$ cat src/rtl/pipe_ctrl_pkg.sv
// Shared types and select encodings for the pipeline hazard/forwarding controller.
package pipe_ctrl_pkg;

  typedef enum logic [1:0] {
    RUN      = 2'd0,
    MEM_WAIT = 2'd1,
    TIMEOUT  = 2'd2
  } ctrl_state_e;

  // EX operand select encodings
  localparam logic [2:0] FWD_RF  = 3'd0;
  localparam logic [2:0] FWD_WB  = 3'd1;
  localparam logic [2:0] FWD_MEM = 3'd2;

  // ID branch-comparator select encodings (MEM and WB swap codes here)
  localparam logic [1:0] ID_FWD_RF  = 2'd0;
  localparam logic [1:0] ID_FWD_MEM = 2'd1;
  localparam logic [1:0] ID_FWD_WB  = 2'd2;

endpackage

$ cat src/rtl/fwd_sel.sv
// Priority forwarding comparator for one source register: a MEM-stage match
// wins over a WB-stage match, and register 0 never forwards.
module fwd_sel #(
  parameter int RW = 5
) (
  input  logic [RW-1:0] src,
  input  logic [RW-1:0] mem_wreg,
  input  logic          mem_regWrite,
  input  logic [RW-1:0] wb_wreg,
  input  logic          wb_regWrite,
  output logic          mem_hit,
  output logic          wb_hit
);

  // Resolve MEM-over-WB priority so at most one hit is ever raised
  always_comb begin
    mem_hit = 1'b0;
    wb_hit  = 1'b0;
    if (mem_regWrite && (mem_wreg != '0) && (mem_wreg == src)) begin
      mem_hit = 1'b1;
    end else if (wb_regWrite && (wb_wreg != '0) && (wb_wreg == src)) begin
      wb_hit = 1'b1;
    end
  end

endmodule

$ cat src/rtl/pipe_hazard_ctrl.sv
// Hazard and forwarding controller for the 5-stage pipeline: EX and ID
// forwarding selects, load-use / branch stalls, IF/ID flush on taken jumps,
// and a whole-pipeline freeze while the data memory is busy, with timeout.
import pipe_ctrl_pkg::*;

module pipe_hazard_ctrl #(
  parameter int RW       = 5,
  parameter int WAIT_MAX = 15,
  parameter int CW       = 4,
  parameter int PERF_W   = 16
) (
  input  logic              clk,
  input  logic              rst,
  input  logic [RW-1:0]     id_rs,
  input  logic [RW-1:0]     id_rt,
  input  logic              id_uses_rt,
  input  logic              id_is_branch,
  input  logic              id_take_jb,
  input  logic [RW-1:0]     ex_rs,
  input  logic [RW-1:0]     ex_rt,
  input  logic [RW-1:0]     ex_wreg,
  input  logic              ex_regWrite,
  input  logic              ex_memRead,
  input  logic [RW-1:0]     mem_wreg,
  input  logic              mem_regWrite,
  input  logic              mem_memRead,
  input  logic              mem_memWrite,
  input  logic [RW-1:0]     wb_wreg,
  input  logic              wb_regWrite,
  input  logic              dmem_ready,
  output logic [2:0]        forwardA,
  output logic [2:0]        forwardB,
  output logic [1:0]        id_fwdA,
  output logic [1:0]        id_fwdB,
  output logic              pcWrite,
  output logic              ifidWrite,
  output logic              stall_needed,
  output logic              ifidFlush,
  output logic              pipe_freeze,
  output logic              timeout_err,
  output logic [PERF_W-1:0] stall_cnt
);

  ctrl_state_e       state_q, state_d;
  logic [CW-1:0]     wait_cnt_q, wait_cnt_d;
  logic [CW-1:0]     wait_cnt_inc;
  logic [PERF_W-1:0] stall_cnt_q;

  logic exa_mem, exa_wb, exb_mem, exb_wb;
  logic ida_mem, ida_wb, idb_mem, idb_wb;
  logic h_load_use, h_br_alu, h_br_load, hazard, mem_busy;

  // True when a producer's destination feeds a source of the ID instruction
  function automatic logic dest_hit(input logic [RW-1:0] dest,
                                    input logic [RW-1:0] rs,
                                    input logic [RW-1:0] rt,
                                    input logic          uses_rt);
    return (dest != '0) && ((dest == rs) || (uses_rt && (dest == rt)));
  endfunction

  fwd_sel #(.RW(RW)) u_fwd_exa (
    .src(ex_rs), .mem_wreg(mem_wreg), .mem_regWrite(mem_regWrite),
    .wb_wreg(wb_wreg), .wb_regWrite(wb_regWrite), .mem_hit(exa_mem), .wb_hit(exa_wb)
  );

  fwd_sel #(.RW(RW)) u_fwd_exb (
    .src(ex_rt), .mem_wreg(mem_wreg), .mem_regWrite(mem_regWrite),
    .wb_wreg(wb_wreg), .wb_regWrite(wb_regWrite), .mem_hit(exb_mem), .wb_hit(exb_wb)
  );

  fwd_sel #(.RW(RW)) u_fwd_ida (
    .src(id_rs), .mem_wreg(mem_wreg), .mem_regWrite(mem_regWrite),
    .wb_wreg(wb_wreg), .wb_regWrite(wb_regWrite), .mem_hit(ida_mem), .wb_hit(ida_wb)
  );

  fwd_sel #(.RW(RW)) u_fwd_idb (
    .src(id_rt), .mem_wreg(mem_wreg), .mem_regWrite(mem_regWrite),
    .wb_wreg(wb_wreg), .wb_regWrite(wb_regWrite), .mem_hit(idb_mem), .wb_hit(idb_wb)
  );

  // Map comparator hits onto the EX and ID select encodings
  always_comb begin
    forwardA = exa_mem ? FWD_MEM : (exa_wb ? FWD_WB : FWD_RF);
    forwardB = exb_mem ? FWD_MEM : (exb_wb ? FWD_WB : FWD_RF);
    id_fwdA  = ida_mem ? ID_FWD_MEM : (ida_wb ? ID_FWD_WB : ID_FWD_RF);
    id_fwdB  = idb_mem ? ID_FWD_MEM : (idb_wb ? ID_FWD_WB : ID_FWD_RF);
  end

  // Detect data hazards that need a bubble and a busy data memory
  always_comb begin
    h_load_use = ex_memRead && ex_regWrite &&
                 dest_hit(ex_wreg, id_rs, id_rt, id_uses_rt);
    h_br_alu   = id_is_branch && ex_regWrite && !ex_memRead &&
                 dest_hit(ex_wreg, id_rs, id_rt, id_uses_rt);
    h_br_load  = id_is_branch && mem_memRead &&
                 dest_hit(mem_wreg, id_rs, id_rt, id_uses_rt);
    hazard     = h_load_use || h_br_alu || h_br_load;
    mem_busy   = (mem_memRead || mem_memWrite) && !dmem_ready;
  end

  assign wait_cnt_inc = wait_cnt_q + 1'b1;

  // Next state and control outputs: freeze beats stall beats flush
  always_comb begin
    state_d      = state_q;
    wait_cnt_d   = '0;
    pcWrite      = 1'b1;
    ifidWrite    = 1'b1;
    stall_needed = 1'b0;
    ifidFlush    = 1'b0;
    pipe_freeze  = 1'b0;
    case (state_q)
      RUN, MEM_WAIT: begin
        if ((state_q == RUN && mem_busy) || (state_q == MEM_WAIT && !dmem_ready)) begin
          pipe_freeze = 1'b1;
          pcWrite     = 1'b0;
          ifidWrite   = 1'b0;
          wait_cnt_d  = wait_cnt_inc;
          state_d     = (wait_cnt_inc == CW'(WAIT_MAX)) ? TIMEOUT : MEM_WAIT;
        end else begin
          state_d = RUN;
          if (hazard) begin
            stall_needed = 1'b1;
            pcWrite      = 1'b0;
            ifidWrite    = 1'b0;
          end else if (id_take_jb) begin
            ifidFlush = 1'b1;
          end
        end
      end
      TIMEOUT: begin
        pipe_freeze = 1'b1;
        pcWrite     = 1'b0;
        ifidWrite   = 1'b0;
      end
      default: state_d = RUN;
    endcase
  end

  // State, wait counter and saturating stall counter
  always_ff @(posedge clk or negedge rst) begin
    if (!rst) begin
      state_q     <= RUN;
      wait_cnt_q  <= '0;
      stall_cnt_q <= '0;
    end else begin
      state_q    <= state_d;
      wait_cnt_q <= wait_cnt_d;
      if ((stall_needed || pipe_freeze) && (stall_cnt_q != '1)) begin
        stall_cnt_q <= stall_cnt_q + 1'b1;
      end
    end
  end

  assign timeout_err = (state_q == TIMEOUT);
  assign stall_cnt   = stall_cnt_q;

endmodule

$ cat config.mk
export PLATFORM = sky130hd
export DESIGN_NAME = pipe_hazard_ctrl
export DESIGN_NICKNAME = d
export VERILOG_FILES = /design/src/rtl/pipe_ctrl_pkg.sv /design/src/rtl/fwd_sel.sv /design/src/rtl/pipe_hazard_ctrl.sv
export SDC_FILE = /design/constraint.sdc
export NUM_CORES = 1
export LEC_CHECK = 0
export BUFFER_PORTS_ARGS = -buffer_cell sky130_fd_sc_hd__buf_4
export CELL_PAD_IN_SITES_DETAIL_PLACEMENT = 0
export CELL_PAD_IN_SITES_GLOBAL_PLACEMENT = 1
export CORE_ASPECT_RATIO = 1.5
export CORE_MARGIN = 2
export CORE_UTILIZATION = 34
export CTS_CLUSTER_DIAMETER = 80
export CTS_CLUSTER_SIZE = 14
export DETAILED_ROUTE_END_ITERATION = 10
export PLACE_DENSITY_LB_ADDON = 0.12
export SETUP_SLACK_MARGIN = 0.3
export SLEW_MARGIN = 20
export SYNTH_ARGS = -nofsm -noshare
export SYNTH_HDL_FRONTEND = slang
export SYNTH_SLANG_ARGS = --single-unit
$ cat constraint.sdc
create_clock -name clk -period 2.3 [get_ports clk]
set_clock_uncertainty 0.1 [all_clocks]
set_input_delay 0.115 -clock clk [delete_from_list [all_inputs] [get_ports clk]]
set_output_delay 0.115 -clock clk [all_outputs]
set_load 0.01 [all_outputs]
==> run metrics <==
RSZ-0062 raised after global routing=false; number of top-level pins=just under 80; final setup violating endpoints=0; number of sinks driven by the clock tree=22; Rel. slew slack=66.41%; Required @ worst endpoint=2.36 ns; Reg clk slew, reported paths=0.08 ns; post-layout min period=about 1.9 ns; Die Wd=64.03 um; Switching Power=0.0004650 W; internal power component=~0.0009 W; cell chosen for the clock root=clkbuf_8; first-pass detailed-route iteration total=3; share of power burned in registers=38.8%; number of DRC markers after the initial detailed-route iteration=33; placement row count=32; Total Nets Final=approximately 330; Slowest Stage Delay on Critical Path=approximately 0.41 ns; global-route wire length before repair=about 8100 um; net switching share of the total power=33.99%; placeable core region=between 5000 and 6000 um2; final antenna diode count=0; total congestion overflow=0; Synth-to-Final Area Change=39.41%; combined global-route utilization of all metal layers=17.03%; capturing element type of the critical path=flip-flop; Yosys cell types=37; logic gate share of total power=40.7%; worst path cell trace=and3_4 > and3_4 > nand3_2 > a31oi_4 > nand2_4 > mux2_1; Final Max Tran Viols=0; pin count of the biggest net entering global routing=23; CTS tree=yes; mean instance size in the synthesized netlist=around 8.8 um2; CP Max Fanout=7; routed vias/inst=approximately 4.9; via count=between 1500 and 2000; area of the mapped netlist=about 1800 um2; result of the run=complete, no violations; maximum resistive drop on vdd=~0.00042 V; leakage component of the power=approximately 1.1 nW; count of H-tree levels built during CTS=1; reg-to-reg endpoint=stall_cnt[1]$_DFFE_PN0P_; synthesized instance count=between 200 and 250; fin crit share=approximately 82%; Routed wire per std cell=14.79 um; category of cells accounting for the largest share of critical-path delay=simple AND/OR/NAND/NOR gates; fraction of final layout cells with drive strength greater than 1=35.97%; Final TNS setup=0 ns; number of cell instances on the worst register-to-register path=6; clock group share of total power=about a fifth; clock buffer count from CTS=3; die height=approximately 94 um; via count of the first global-routing pass=roughly 1700; Slowest-stage cell, CP=dfrtp_1; count of state elements after synthesis=22; number of routed nets with antenna violations=0; residual DRC count=0; class of the tightest hold or removal check=input pin to asynchronous set/reset pin; Fin. Hold Viols=0; number of synthesis warnings=0; Achievable Freq=between 500 and 600 MHz; Max Root-Sink Buffers=2; reg-to-reg startpoint=stall_cnt[8]$_DFFE_PN0P_; Setup Crit Path Kind=flip-flop to flip-flop; dominant cell type by count on the critical path=and3_4; detailed-placement wirelength estimate=just over 4000 um; RD Place Congestion=between 0.7 and 0.8; starting utilization of the core area=35.59%; initial antenna violation count=0; type of element launching the critical path=flip-flop; final routed wirelength across all metal layers=slightly above 5000 um; total of max-cap violations=0; Overall Power=around 0.0014 W; Worst Path Buf+Inv=0; data arrival time of the critical path=1.95 ns; overall die area=roughly 6000 um2; worst-case register-to-register setup slack=between 0.4 and 0.5 ns; post-synthesis sequential area ratio=roughly 30%; worst setup path startpoint=stall_cnt[8]$_DFFE_PN0P_; Slew @ Worst Pin=roughly 0.5 ns; IO Port Bufs=76; power density over the cells=between 500 and 600 nW/um2; worst-skew pair later-pin latency=0.27 ns
## cells in the final DEF (no fill, tap or decap), types with 2 or more instances in the layout
cell / count
conb_1: 2
nand2b_1: 2
o21ai_0: 3
and3_1: 5
nor3_1: 5
a21oi_1: 2
and3_4: 2
xor2_1: 35
nand3_1: 9
nor2_1: 11
clkbuf_8: 4
nor4_1: 6
inv_1: 4
or4_1: 6
dfrtp_1: 22
ha_1: 3
nand4_1: 7
buf_4: 81
nand2_1: 16
xnor2_1: 32
nand3_2: 2
## per-stage QoR
stage | std cells | util [%] | setup slack [ns] | hold WS, ns | instance area, um2
5_1_grt | 346 | 49.61 | 0.3085 | 0.1845 | 2562
4_1_cts | 344 | 48.18 | 0.3232 | 0.1749 | 2489
6_report | 346 | 49.61 | 0.4095 | 0.1728 | 2562
3_5_place_dp | 337 | 46.46 | 0.2127 | -0.07673 | 2400
3_3_place_gp | 337 | 46.46 | 0.2547 | -0.07395 | 2400
2_1_floorplan | 210 | - | 0.3200 | -0.2806 | 1842
## synthesized netlist by cell type (all sizes together)
library cell	instances	share of area [%]
a31oi	1	0.68
nor4	7	2.7
o22ai	1	0.34
xnor2	32	15
nand4	7	2.4
nor2	12	2.5
nand3b	1	0.41
nand3	11	3.0
inv	4	0.82
and3	7	2.4
or3	1	0.34
ha	3	2.0
xor2	35	17
o2111ai	1	0.48
or4	6	2.5
clkbuf	5	1.0
a32oi	1	0.48
nand2b	2	0.68
nor3	6	1.9
and2	1	0.34
o21a	1	0.41
conb	1	0.20
nor2b	1	0.34
a2bb2oi	1	0.48
nand2	17	3.6
a21oi	2	0.54
dfrtp	22	30
o21ai	4	1.1
mux2	1	0.61
o221ai	1	0.82
buf	14	5.1
## state kept, by name, summed over array words and instances, names as in the netlist
name        count
wait_cnt_q      4
state_q         2
stall_cnt      16
## layer usage
layer,GRT usage [%],vias to the layer above,share of wire [%]
met1,19.13,801,38
met3,2.158,7,4.8
met5,0,-,0
met2,32.20,48,55
met4,5.978,0,1.5
li1,-,836,-
## kinds of logic after synthesis
logic type | share of synthesized area, %
simple gates | 23.01
mux | 0.6126
xor+xnor | 31.93
buf+inv | 6.943
compound gates | 5.310
fa+ha+maj | 2.042
flops | 29.95
other cells | 0.2040
## worst max-delay path by stage
stage / slack (ns) / end / depth (start not counted)
floorplan: 0.32 / stall_cnt[1]$_DFFE_PN0P_ / 7
global placement: 0.25 / stall_cnt[1]$_DFFE_PN0P_ / 7
detailed placement: 0.21 / stall_cnt[1]$_DFFE_PN0P_ / 7
CTS: 0.32 / stall_cnt[1]$_DFFE_PN0P_ / 6
global route: 0.31 / stall_cnt[14]$_DFFE_PN0P_ / 8
finish: 0.41 / stall_cnt[1]$_DFFE_PN0P_ / 6
## power by group through the flow
| stage | Combinational [W] | Clock, W | Sequential, W |
|---|---|---|---|
| after global routing | 0.000615 | 0.000299 | 0.000544 |
| after floorplan | 0.000240 | 0 | 0.000560 |
| after global placement | 0.000495 | 0 | 0.000548 |
| final | 0.000557 | 0.000281 | 0.000531 |
| after detailed placement | 0.000494 | 0 | 0.000553 |
| after CTS | 0.000542 | 0.000286 | 0.000530 |
## area by class of cell
cell class / instances / area [um2]
clock buffers: 4 / 55.05
well taps: 68 / 85.08
flip-flops and latches: 22 / 550.5
fillers: 516 / 2603
multi-input cells: 166 / 1239
repair buffers: 82 / 618.1
inverters: 4 / 15.01
## what timing repair did
item                                    4_1_cts  5_1_grt
gates cloned                                  0        1
pin swaps                                     0        3
buffers inserted                              2        1
gates resized for setup                       3       11
endpoints found under the hold margin        22        0
endpoints found under the setup margin        8       11
hold buffers                                  1        0
Power figures use the tool's default switching activity.
